### config.mk
export PLATFORM = sky130hd
export DESIGN_NAME = instruction_fetch_flat
export DESIGN_NICKNAME = d
export VERILOG_FILES = /design/src/rtl/instruction_fetch_if.sv /design/src/rtl/instruction_fetch.sv /design/src/flat_wrapper.sv
export SDC_FILE = /design/constraint.sdc
export NUM_CORES = 1
export LEC_CHECK = 0
export ABC_AREA = 1
export CAP_MARGIN = 20
export CORE_MARGIN = 10
export CORE_UTILIZATION = 45
export DETAILED_ROUTE_END_ITERATION = 10
export DONT_BUFFER_PORTS = 1
export SLEW_MARGIN = 5
export SYNTH_ARGS = -nofsm -noshare
export SYNTH_HDL_FRONTEND = slang
export SYNTH_SLANG_ARGS = --single-unit
### constraint.sdc
create_clock -name clk -period 2.6 [get_ports clk]
set_clock_uncertainty 0.05 [all_clocks]
set_input_delay 0.26 -clock clk [delete_from_list [all_inputs] [get_ports clk]]
set_output_delay 0.26 -clock clk [all_outputs]
set_load 0.03 [all_outputs]
### src/rtl/instruction_fetch_if.sv
// Fetch-stage bus: imem address/data, execute redirect, and the decode valid/ready
// handshake. master = fetch unit, slave = its environment (imem, execute, decode).
interface instruction_fetch_if #(
    parameter int ADDR_WIDTH = 16,
    parameter int DATA_WIDTH = 32
);
    logic [ADDR_WIDTH-1:0] o_imem_address;
    logic [DATA_WIDTH-1:0] i_imem_read_data;
    logic                  i_redirect_valid;
    logic [ADDR_WIDTH-1:0] i_redirect_pc;
    logic                  o_valid;
    logic                  i_ready;
    logic [DATA_WIDTH-1:0] o_instr;
    logic [ADDR_WIDTH-1:0] o_pc;

    modport master (
        output o_imem_address,
        input  i_imem_read_data,
        input  i_redirect_valid,
        input  i_redirect_pc,
        output o_valid,
        input  i_ready,
        output o_instr,
        output o_pc
    );

    modport slave (
        input  o_imem_address,
        output i_imem_read_data,
        output i_redirect_valid,
        output i_redirect_pc,
        input  o_valid,
        output i_ready,
        input  o_instr,
        input  o_pc
    );
endinterface

### src/rtl/instruction_fetch.sv
// PC generator + 2-entry {pc, instr} buffer; fetch-to-decode latency 2 cycles.
// Issue is throttled so buffered + in-flight never exceeds 2; redirect flushes.
module instruction_fetch #(
    parameter int                    ADDR_WIDTH = 16,
    parameter int                    DATA_WIDTH = 32,
    parameter logic [ADDR_WIDTH-1:0] RESET_PC   = '0
) (
    input  logic                clk,
    input  logic                rst,
    instruction_fetch_if.master bus
);
    logic [ADDR_WIDTH-1:0] r_pc;
    logic [ADDR_WIDTH-1:0] r_inflight_pc;
    logic                  r_inflight;
    logic [1:0]            r_count;
    logic [ADDR_WIDTH-1:0] r_fifo_pc    [2];
    logic [DATA_WIDTH-1:0] r_fifo_instr [2];

    logic                  w_redirect;
    logic [ADDR_WIDTH-1:0] w_target;
    logic [ADDR_WIDTH-1:0] w_fetch_addr;
    logic                  w_pop;
    logic                  w_push;
    logic                  w_issue;
    logic [2:0]            w_occupancy;
    logic                  w_wr_slot;

    assign w_redirect   = bus.i_redirect_valid && !rst;
    assign w_target     = {bus.i_redirect_pc[ADDR_WIDTH-1:2], 2'b00};
    assign w_fetch_addr = w_redirect ? w_target : r_pc;

    assign bus.o_valid        = (r_count != 2'd0) && !w_redirect;
    assign bus.o_pc           = r_fifo_pc[0];
    assign bus.o_instr        = r_fifo_instr[0];
    assign bus.o_imem_address = w_fetch_addr;

    assign w_pop       = bus.o_valid && bus.i_ready;
    assign w_push      = r_inflight && !w_redirect;
    // pop implies count >= 1, so this never underflows
    assign w_occupancy = {1'b0, r_count} + {2'b00, r_inflight} - {2'b00, w_pop};
    assign w_issue     = !rst && (w_redirect || (w_occupancy < 3'd2));
    assign w_wr_slot   = (r_count == 2'd2) || ((r_count == 2'd1) && !w_pop);

    always_ff @(posedge clk or posedge rst) begin
        if (rst) begin
            r_pc            <= RESET_PC;
            r_inflight      <= 1'b0;
            r_inflight_pc   <= '0;
            r_count         <= 2'd0;
            r_fifo_pc[0]    <= '0;
            r_fifo_pc[1]    <= '0;
            r_fifo_instr[0] <= '0;
            r_fifo_instr[1] <= '0;
        end else begin
            r_inflight <= w_issue;
            if (w_issue) begin
                r_inflight_pc <= w_fetch_addr;
                r_pc          <= w_fetch_addr + ADDR_WIDTH'(4);
            end

            if (w_redirect)
                r_count <= 2'd0;
            else
                r_count <= r_count + {1'b0, w_push} - {1'b0, w_pop};

            if (w_pop && (r_count == 2'd2)) begin
                r_fifo_pc[0]    <= r_fifo_pc[1];
                r_fifo_instr[0] <= r_fifo_instr[1];
            end
            // slot 0 is only written when the head is free, so this never races the shift
            if (w_push) begin
                r_fifo_pc[w_wr_slot]    <= r_inflight_pc;
                r_fifo_instr[w_wr_slot] <= bus.i_imem_read_data;
            end
        end
    end
endmodule

### src/flat_wrapper.sv
// flat-port wrapper written by rule: the top's interface ports become plain ports
module instruction_fetch_flat 
#(
    parameter int                    ADDR_WIDTH = 16,
    parameter int                    DATA_WIDTH = 32,
    parameter logic [ADDR_WIDTH-1:0] RESET_PC   = '0
)
  (clk, rst, bus_o_imem_address, bus_i_imem_read_data, bus_i_redirect_valid, bus_i_redirect_pc, bus_o_valid, bus_i_ready, bus_o_instr, bus_o_pc);
  instruction_fetch_if #(.ADDR_WIDTH(ADDR_WIDTH), .DATA_WIDTH(DATA_WIDTH)) bus_i ();
  input  logic clk;
  input  logic rst;
  output wire logic [$bits(bus_i.o_imem_address)-1:0] bus_o_imem_address;
  input wire logic [$bits(bus_i.i_imem_read_data)-1:0] bus_i_imem_read_data;
  input wire logic [$bits(bus_i.i_redirect_valid)-1:0] bus_i_redirect_valid;
  input wire logic [$bits(bus_i.i_redirect_pc)-1:0] bus_i_redirect_pc;
  output wire logic [$bits(bus_i.o_valid)-1:0] bus_o_valid;
  input wire logic [$bits(bus_i.i_ready)-1:0] bus_i_ready;
  output wire logic [$bits(bus_i.o_instr)-1:0] bus_o_instr;
  output wire logic [$bits(bus_i.o_pc)-1:0] bus_o_pc;
  assign bus_o_imem_address = bus_i.o_imem_address;
  assign bus_i.i_imem_read_data = bus_i_imem_read_data;
  assign bus_i.i_redirect_valid = bus_i_redirect_valid;
  assign bus_i.i_redirect_pc = bus_i_redirect_pc;
  assign bus_o_valid = bus_i.o_valid;
  assign bus_i.i_ready = bus_i_ready;
  assign bus_o_instr = bus_i.o_instr;
  assign bus_o_pc = bus_i.o_pc;
  instruction_fetch #(.ADDR_WIDTH(ADDR_WIDTH), .DATA_WIDTH(DATA_WIDTH), .RESET_PC(RESET_PC)) u_core (.clk(clk), .rst(rst), .bus(bus_i));
endmodule
==> results of run 1 <==
## tightest hold or removal path: stages
cell,delay (ns)
nand2_1,0.08
nand4_1,0.10
o211ai_1,0.07
## final cells by class
cell class	count	area [um^2]
clock buffers	24	472
multi-input cells	590	2580
fillers	1378	7080
flip-flops and latches	129	3230
well taps	184	230
inverters	35	138
clock inverters	6	82.6
repair buffers	60	557
## repair_timing
action / in CTS / in global routing
hold buffers: 33 / 0
setup endpoints to repair: 0 / 40
gates resized for setup: 0 / 6
hold endpoints to repair: 71 / 0
buffers inserted: 0 / 1
## worst min path at each step
| stage | startpoint | to | slack, ns | cells past startpoint |
|---|---|---|---|---|
| after floorplan | bus_i_imem_read_data[0] | u_core.bus.o_instr[0] | 0.32 | 2 |
| after global placement | rst | u_core.r_pc[8] | -0.0001 | 1 |
| after detailed placement | rst | u_core.r_pc[8] | 0.004 | 1 |
| after CTS | bus_i_redirect_pc[6] | u_core.r_pc[6] | 0.08 | 3 |
| after global routing | bus_i_redirect_pc[6] | u_core.r_pc[6] | 0.11 | 3 |
| final | bus_i_redirect_pc[6] | u_core.r_pc[6] | 0.1 | 3 |
## synth_stat cells (all sizes together)
master  count
nor3        1
ha          2
clkbuf      8
o21ai      45
a21oi       7
nand3     111
dfrtp     129
o21bai      2
nand3b      1
buf        86
nand2     383
clkinv      1
nand4       6
inv        34
fa          1
o211ai      3
nor2       28
## power groups by stage
stage          Combinational, mW  Clock (mW)  Sequential [mW]
4_1_cts                     3.45        2.32             4.03
2_1_floorplan               3.81           0             3.24
6_report                    3.46        2.26             4.01
3_5_place_dp                3.38           0             4.06
5_1_grt                     3.97        2.41             4.14
3_3_place_gp                3.28           0             4.03
## kinds of logic (layout without fill, tap and decap cells)
kind of cell    count (synthesis)  count (layout)
compound gates                 57              57
buf+inv                       129             125
fa+ha+maj                       3               3
simple gates                  530             530
flops                         129             129
## cell usage in the layout, fill, tap and decap left out, types with 10 or more instances in the layout
master           n
dfrtp_1        129
dlygate4sd3_1   33
nand2_1        372
clkbuf_16       17
inv_1           30
nor2_1          20
nand2_2         10
buf_4           23
o21ai_0         41
nand3_1        109
## metrics by stage
stage | hold WS (ns) | area [um^2] | worst slack (ns) | util (%)
5_1_grt | 0.109 | 7290 | -0.00919 | 50.7
2_1_floorplan | 0.320 | 6570 | 0.0267 | -
6_report | 0.0957 | 7290 | 0.201 | 50.7
4_1_cts | 0.0759 | 7270 | 0.0876 | 50.6
3_5_place_dp | 0.00361 | 6380 | 0.0931 | 44.4
3_3_place_gp | -0.000104 | 6380 | 0.211 | 44.4
## routing by layer
layer  up-vias  global-route usage [%]
li1       2609                       -
met1      2401                    20.6
met2       130                    24.9
met3        17                    6.21
met4         0                    5.87
met5         -                       0
==> results.json, run 1 <==
{
  "arrival_ns": 2.70,
  "htreeDepth": 4,
  "netSwitchingPower_mw": 4.29,
  "setup_viol": 0,
  "wl_met2_mm": 7.24,
  "grt_pass1_vias": 5057,
  "core_area_um2": 14400,
  "gp_congestion": 0.808,
  "swShare_pct": 44.1,
  "leakage_nw": 3.78,
  "insertion_delay_ns": 0.41,
  "ant_nets": 0,
  "initialDrtViolationCount": 328,
  "dieArea_um2": 19800,
  "path_clk_slew_ns": 0.06,
  "drv_slew": 0,
  "critical_path_cell_count": 15,
  "maxCapViolCount": 0,
  "crit_chain": "inv_2, a21oi_4, nand2_2, nand2_1, nand3_1, fa_1, inv_1, nor2_1, nand3_1, nand2_2, inv_1, buf_6, nor2_2, nand4_1, nand3_1",
  "critPathSlowestCell": "fa_1",
  "cpMostUsedCell": "nand3_1",
  "io_pins": 117,
  "muxShareOfSynthArea_pct": 0,
  "grt_pass1_wl_mm": 26.5,
  "cts_tree": "yes",
  "numCtsBuffers": 17,
  "ctsRootBufferMaster": "clkbuf_16",
  "yosys.area.top_type": "dfrtp_1",
  "min_path_type": "input port to flop",
  "hold_viol": 0,
  "place_inst": 964,
  "status": "finished, final reports clean",
  "crit_start": "u_core.r_count[0]",
  "antennaDiodeCount": 0,
  "yosys_register_bits": 129,
  "nets": 888,
  "routed.top_layer": "met4",
  "cts_sinks": 129,
  "crit_path_max_fanout": 21,
  "firstDrtPassIters": 5,
  "synth.distinct_cells": 28,
  "vias_per_cell": 5.02,
  "peakVddDrop_mv": 0.613,
  "met3_length_mm": 1.16,
  "synth-xor-area-share_pct": 0,
  "area_growth_pct": 11.3,
  "row_count": 44,
  "critPathTopFamily": "simple AND/OR/NAND/NOR gates",
  "rr_endpoint": "u_core.r_pc[11]",
  "power_frac_clock_pct": 23.2,
  "crit_path_end": "u_core.r_pc[11]",
  "vias": 5157,
  "synthesis.nets": 903,
  "yosys.area_share.simple_pct": 33.9,
  "seqPwrFrac_pct": 41.2,
  "ff2ff_path_depth": 15,
  "drive_gt1_share_pct": 9.36,
  "synth_top_cells_by_area": "dfrtp_1 49%, nand2_1 21%, nand3_1 8.3%",
  "synth_compound_area_share_pct": 4.60,
  "grt_antenna_before_repair": 0,
  "synth.yosys.warnings": 0,
  "syn_area_um2": 6550,
  "crit_path_start_kind": "flop",
  "synthAdderAreaFrac_pct": 0.688,
  "cp_data_required_time_ns": 2.90,
  "syn_inst": 848,
  "p_per_area_nw_per_um2": 1330,
  "dieHeight_um": 141,
  "wl_mm": 15.8,
  "fmax_ghz": 0.417,
  "power.total_mw": 9.72,
  "dpl.hpwl_mm": 10.4,
  "avgSynthCellArea_um2": 7.72,
  "initial_core_util_pct": 45.6,
  "min_period_ns": 2.40,
  "clock_path_buffers": 2,
  "fp.dieW_um": 141,
  "worst_slew_pin_slew_ns": 0.703,
  "m1WireLength_mm": 7.23,
  "internal_power_mw": 5.43,
  "grt_usage_pct": 16.3,
  "r2r_start": "u_core.r_count[0]",
  "synth_top_family_by_area": "simple AND/OR/NAND/NOR gates",
  "drc_errors": 0,
  "min_period_over_period_pct": 92.3,
  "critPathCaptureType": "flop",
  "r2r_slack_ns": 0.20,
  "wl_per_cell_um": 15.4,
  "critical_path_class": "flop to flop",
  "path_buf_inv": 4,
  "relSlewSlack_pct": 53.1,
  "critPathMaxStageDelay_ns": 0.50,
  "synth.top_cell.area_share_pct": 49.3,
  "seq_area_frac_synth_pct": 49.3,
  "grt_max_degree": 123,
  "tns_ns": 0,
  "power.share.combinational_pct": 35.5,
  "portBuffers": 0,
  "final_cell_count_no_fill": 1028,
  "grt-ovfl-total": 0
}
No activity file was read; power rests on OpenSTA's default activity.
==> inputs of run 2 (changes only) <==
--- a/config.mk
+++ b/config.mk
@@ -11,6 +11,7 @@
 export CORE_UTILIZATION = 45
 export DETAILED_ROUTE_END_ITERATION = 10
 export DONT_BUFFER_PORTS = 1
+export PLACE_DENSITY_LB_ADDON = 0.3
 export SLEW_MARGIN = 5
 export SYNTH_ARGS = -nofsm -noshare
 export SYNTH_HDL_FRONTEND = slang
==> results.json, run 2 (synthesis gave the netlist of run 1 again) <==
{
  "antennaDiodeCount": 0,
  "min_period_over_period_pct": 90.8,
  "critPathCaptureType": "flop",
  "insertion_delay_ns": 0.42,
  "min_period_ns": 2.36,
  "met3_length_mm": 1.41,
  "initial_core_util_pct": 45.6,
  "routed.top_layer": "met4",
  "portBuffers": 0,
  "dieArea_um2": 19800,
  "io_pins": 117,
  "hold_path_end": "u_core.r_pc[6]",
  "place_inst": 962,
  "area_growth_pct": 12.0,
  "drive_gt1_share_pct": 9.60,
  "arrival_ns": 2.66,
  "wl_met2_mm": 7.26,
  "rsz0062_at_grt": "false",
  "m1WireLength_mm": 7.04,
  "htreeDepth": 4,
  "path_clk_slew_ns": 0.06,
  "numCtsBuffers": 17,
  "fin_ws_ns": 0.240,
  "vias_per_cell": 4.98,
  "grt_pass1_vias": 4998,
  "ff2ff_path_depth": 15,
  "final_cell_mix": "373 x nand2_1, 129 x dfrtp_1, 109 x nand3_1",
  "ctsRootBufferMaster": "clkbuf_16",
  "wl_mm": 16.0,
  "place_ws_ns": 0.213,
  "clock_path_buffers": 2,
  "grt-ovfl-total": 0,
  "leakage_nw": 3.80,
  "r2r_start": "u_core.r_count[1]",
  "cp_data_required_time_ns": 2.90,
  "cts_tree": "yes",
  "grt_max_degree": 65,
  "relSlewSlack_pct": 48.7,
  "p_per_area_nw_per_um2": 1360,
  "nets": 886,
  "row_count": 44,
  "maxCapViolCount": 0,
  "initialDrtViolationCount": 305,
  "dieHeight_um": 141,
  "ant_nets": 0,
  "fillers": 1384,
  "gp_congestion": 0.834,
  "core_area_um2": 14400,
  "min_path_type": "input port to flop",
  "hold_path_depth": 3,
  "dpl.hpwl_mm": 10.3,
  "drv_slew": 0,
  "r2r_slack_ns": 0.24,
  "status": "finished, final reports clean",
  "fp.dieW_um": 141,
  "rr_endpoint": "u_core.r_pc[11]",
  "postLayoutCoreUtil_pct": 51.0,
  "wl_per_cell_um": 15.5,
  "grt_pass1_wl_mm": 26.5,
  "drc_errors": 0,
  "final_cell_count_no_fill": 1028,
  "whs_ns": 0.0919,
  "peakVddDrop_mv": 0.754,
  "grt_antenna_before_repair": 0,
  "setup_viol": 0,
  "crit_path_start_kind": "flop",
  "grt_usage_pct": 16.4,
  "hold_viol": 0,
  "crit_path_max_fanout": 21,
  "critical_path_class": "flop to flop",
  "worst_slew_pin_slew_ns": 0.770,
  "fmax_ghz": 0.424,
  "mostFrequentLayoutCell": "nand2_1",
  "cts_sinks": 129,
  "vias": 5121,
  "holdCritStartpoint": "bus_i_redirect_pc[6]",
  "tns_ns": 0,
  "firstDrtPassIters": 4
}
## run 2: cell type report
type,count,area [um^2],area share (%)
Clock buffer,18,439,5.99
Clock inverter,14,188,2.56
Inverter,35,138,1.88
Multi-Input combinational cell,590,2580,35.1
Sequential cell,129,3230,44.0
Tap cell,184,230,3.14
Timing Repair Buffer,58,534,7.28
## run 2: worst max path at each step
stage,start,endpoint,slack [ns]
6_report,u_core.r_count[1],u_core.r_pc[11],0.24
3_3_place_gp,u_core.r_count[0],u_core.r_pc[9],0.23
2_1_floorplan,u_core.r_count[1],u_core.r_inflight_pc[2],0.03
4_1_cts,u_core.r_count[0],u_core.r_pc[6],0.18
5_1_grt,u_core.r_count[1],u_core.r_pc[11],0.02
3_5_place_dp,u_core.r_count[0],u_core.r_pc[7],0.21
## run 2: worst max-delay path, cell delays in order (launching register included)
cell	delay [ns]
dfrtp_1	0.36
inv_2	0.07
a21oi_4	0.16
nand2_2	0.11
nand2_1	0.08
nand3_1	0.09
fa_1	0.49
inv_1	0.04
nor2_1	0.07
nand3_1	0.10
nand2_2	0.10
inv_1	0.08
buf_12	0.15
nor2_1	0.13
nand4_1	0.10
nand3_1	0.10
## run 2: repair_timing
| action | CTS | global route |
|---|---|---|
| hold endpoints to repair | 93 | 0 |
| hold buffers | 33 | 0 |
| gates resized for setup | 0 | 1 |
| setup buffers | 0 | 1 |
| setup endpoints to repair | 0 | 10 |
## run 2: power by group
part | switching, mW | total [mW] | internal [mW]
sequential | 1.13 | 4.01 | 2.88
combinational | 2.34 | 3.44 | 1.10
clock | 0.884 | 2.51 | 1.62
## run 2: metal layers
layer  global-route usage [%]  vias to the layer above
li1                         -                     2610
met1                     20.5                     2342
met2                     25.1                      152
met3                     6.32                       17
met4                     6.25                        0
met5                        0                        -
## run 2: stage by stage
step | total power [mW] | area, um^2
global placement | 7.37 | 6370
CTS | 10.1 | 7320
floorplan | 7.05 | 6570
global route | 10.8 | 7330
detailed placement | 7.47 | 6370
finish | 9.95 | 7330
==> inputs of run 3 (changes only) <==
--- a/config.mk
+++ b/config.mk
@@ -5,7 +5,6 @@
 export SDC_FILE = /design/constraint.sdc
 export NUM_CORES = 1
 export LEC_CHECK = 0
-export ABC_AREA = 1
 export CAP_MARGIN = 20
 export CORE_MARGIN = 10
 export CORE_UTILIZATION = 45
==> results.json, run 3 <==
{
  "status": "finished, final reports clean",
  "maxCapViolCount": 0,
  "whs_ns": 0.0472,
  "synth.distinct_cells": 45,
  "synth_ff_type": "dfrtp_1",
  "antennaDiodeCount": 0,
  "ctsRootBufferMaster": "clkbuf_16",
  "relSlewSlack_pct": 47.4,
  "hold_path_end": "u_core.r_inflight_pc[12]",
  "initial_core_util_pct": 46.3,
  "yosys_register_bits": 129,
  "grt_usage_pct": 15.0,
  "fmax_ghz": 0.414,
  "gp_congestion": 0.850,
  "fillers": 1210,
  "numCtsBuffers": 17,
  "cp_data_required_time_ns": 2.87,
  "final_cell_mix": "129 x dfrtp_1, 76 x nand2_1, 57 x mux2i_1",
  "critical_path_class": "flop to flop",
  "synthAdderAreaFrac_pct": 0.726,
  "drc_errors": 0,
  "vias_per_cell": 5.21,
  "holdCritStartpoint": "bus_i_redirect_pc[12]",
  "tns_ns": 0,
  "drv_slew": 0,
  "vias": 3958,
  "yosys.area.top_type": "dfrtp_1",
  "multi_input_area_um2": 2460,
  "synth_top_cells_by_area": "dfrtp_1 52%, mux2_2 9.4%, mux2i_1 9.2%",
  "ant_nets": 0,
  "peakVddDrop_mv": 0.490,
  "synthesis.nets": 632,
  "dieArea_um2": 18900,
  "grt_pass1_vias": 4072,
  "cts_sinks": 129,
  "htreeDepth": 4,
  "min_period_ns": 2.42,
  "min_path_type": "input port to flop",
  "place_inst": 692,
  "final_area_um2": 7070,
  "synth.yosys.warnings": 0,
  "insertion_delay_ns": 0.41,
  "syn_inst": 577,
  "synth_compound_area_share_pct": 6.47,
  "area_growth_pct": 13.9,
  "hold_viol": 0,
  "portBuffers": 0,
  "core_area_um2": 13400,
  "initialDrtViolationCount": 182,
  "synth_edf_count": 0,
  "yosys.area_share.simple_pct": 11.3,
  "synth_common_cells": "129 x dfrtp_1, 78 x nand2_1, 57 x mux2i_1",
  "p_per_area_nw_per_um2": 1300,
  "path_clk_slew_ns": 0.06,
  "hold_path_depth": 2,
  "grt_pass1_wl_mm": 22.0,
  "critPathCaptureType": "flop",
  "fp.dieW_um": 137,
  "synth-xor-area-share_pct": 1.27,
  "syn_area_um2": 6200,
  "final_cell_count_no_fill": 760,
  "firstDrtPassIters": 4,
  "seq_area_frac_synth_pct": 52.0,
  "r2r_slack_ns": 0.18,
  "wl_per_cell_um": 17.9,
  "leakage_nw": 3.46,
  "crit_path_max_fanout": 12,
  "nets": 626,
  "io_pins": 117,
  "setup_viol": 0,
  "avgSynthCellArea_um2": 10.8,
  "placed_area_um2": 6100,
  "drive_gt1_share_pct": 19.7,
  "dieHeight_um": 137,
  "mostFrequentLayoutCell": "dfrtp_1",
  "crit_path_start_kind": "flop",
  "min_period_over_period_pct": 93.0,
  "r2r_start": "u_core.r_count[0]",
  "grt_antenna_before_repair": 0,
  "cts_tree": "yes",
  "row_count": 42,
  "arrival_ns": 2.69,
  "synth-async-reset-ratio_pct": 100,
  "synth_top_family_by_area": "multiplexers",
  "clock_path_buffers": 2,
  "muxShareOfSynthArea_pct": 19.2,
  "synth_most_common_cell": "dfrtp_1",
  "layout.area.seq_um2": 3230,
  "rsz0062_at_grt": "false",
  "grt-ovfl-total": 0,
  "synth.top_cell.area_share_pct": 52.0,
  "dpl.hpwl_mm": 9.39,
  "grt_max_degree": 71,
  "rr_endpoint": "u_core.r_pc[14]",
  "wl_mm": 13.6,
  "worst_slew_pin_slew_ns": 0.787,
  "ff2ff_path_depth": 7
}
[run 3: cell families (layout without fill, tap and decap cells)]
group                    Yosys count  in the layout
buffers and inverters             86             93
flip-flops                       129            129
adder cells (fa/ha/maj)            3              3
AND/OR/NAND/NOR                  165            165
multiplexers                     111            111
XOR/XNOR                           9              9
AO/OA/AOI/OAI                     74             74
[run 3: critical path, stage by stage (launching register included)]
cell	delay, ns
dfrtp_1	0.42
nor2_1	0.16
nor3_1	0.09
fa_2	0.53
a21oi_1	0.09
or2_4	0.34
or4_1	0.53
o211ai_1	0.12
[run 3: area by class of cell]
cell class                 count  area share, %
tap                          176           3.12
clock buffer                  22           6.71
inverter                       7          0.478
multi-input combinational    362           34.9
sequential                   129           45.7
timing repair inverter         1          0.106
timing repair buffer          53           7.15
clock inverter                10           1.88
[run 3: power by group]
group / internal, mW / leakage [nW] / total [mW] / switching (mW)
Sequential: 2.95 / 1.55 / 4.38 / 1.43
Combinational: 1.10 / 1.61 / 2.43 / 1.32
Clock: 1.58 / 0.304 / 2.40 / 0.827
Total: 5.62 / 3.46 / 9.20 / 3.58
[run 3: repair_timing]
action / 4_1_cts / 5_1_grt
endpoints found under the hold margin: 98 / 0
endpoints found under the setup margin: 0 / 13
hold buffers: 33 / 0
resized for setup: 0 / 3
buffers inserted: 0 / 2
[run 3: worst max path at each step]
stage	start	end	slack [ns]
6_report	u_core.r_count[0]	u_core.r_pc[14]	0.18
5_1_grt	u_core.r_count[0]	u_core.r_pc[14]	0.01
2_1_floorplan	rst	u_core.r_pc[14]	0.006
3_3_place_gp	rst	u_core.r_pc[11]	0.09
4_1_cts	u_core.r_count[0]	u_core.r_pc[14]	0.0009
3_5_place_dp	rst	u_core.r_pc[14]	-0.0005
[run 3: per-layer routing]
layer / GRT usage (%) / up-vias / wire length [um]
li1: - / 1900 / -
met1: 17.2 / 1919 / 5450
met2: 23.3 / 119 / 6380
met3: 7.39 / 20 / 1520
met4: 5.97 / 0 / 227
met5: 0 / - / 0
[run 3: metrics by stage]
stage,total power [mW],setup WS (ns),util (%)
floorplan,6.64,0.00591,-
global placement,6.64,0.0887,45.5
detailed placement,6.80,-0.000498,45.5
CTS,9.29,0.000945,52.5
global route,9.81,0.0109,52.7
finish,9.20,0.183,52.7
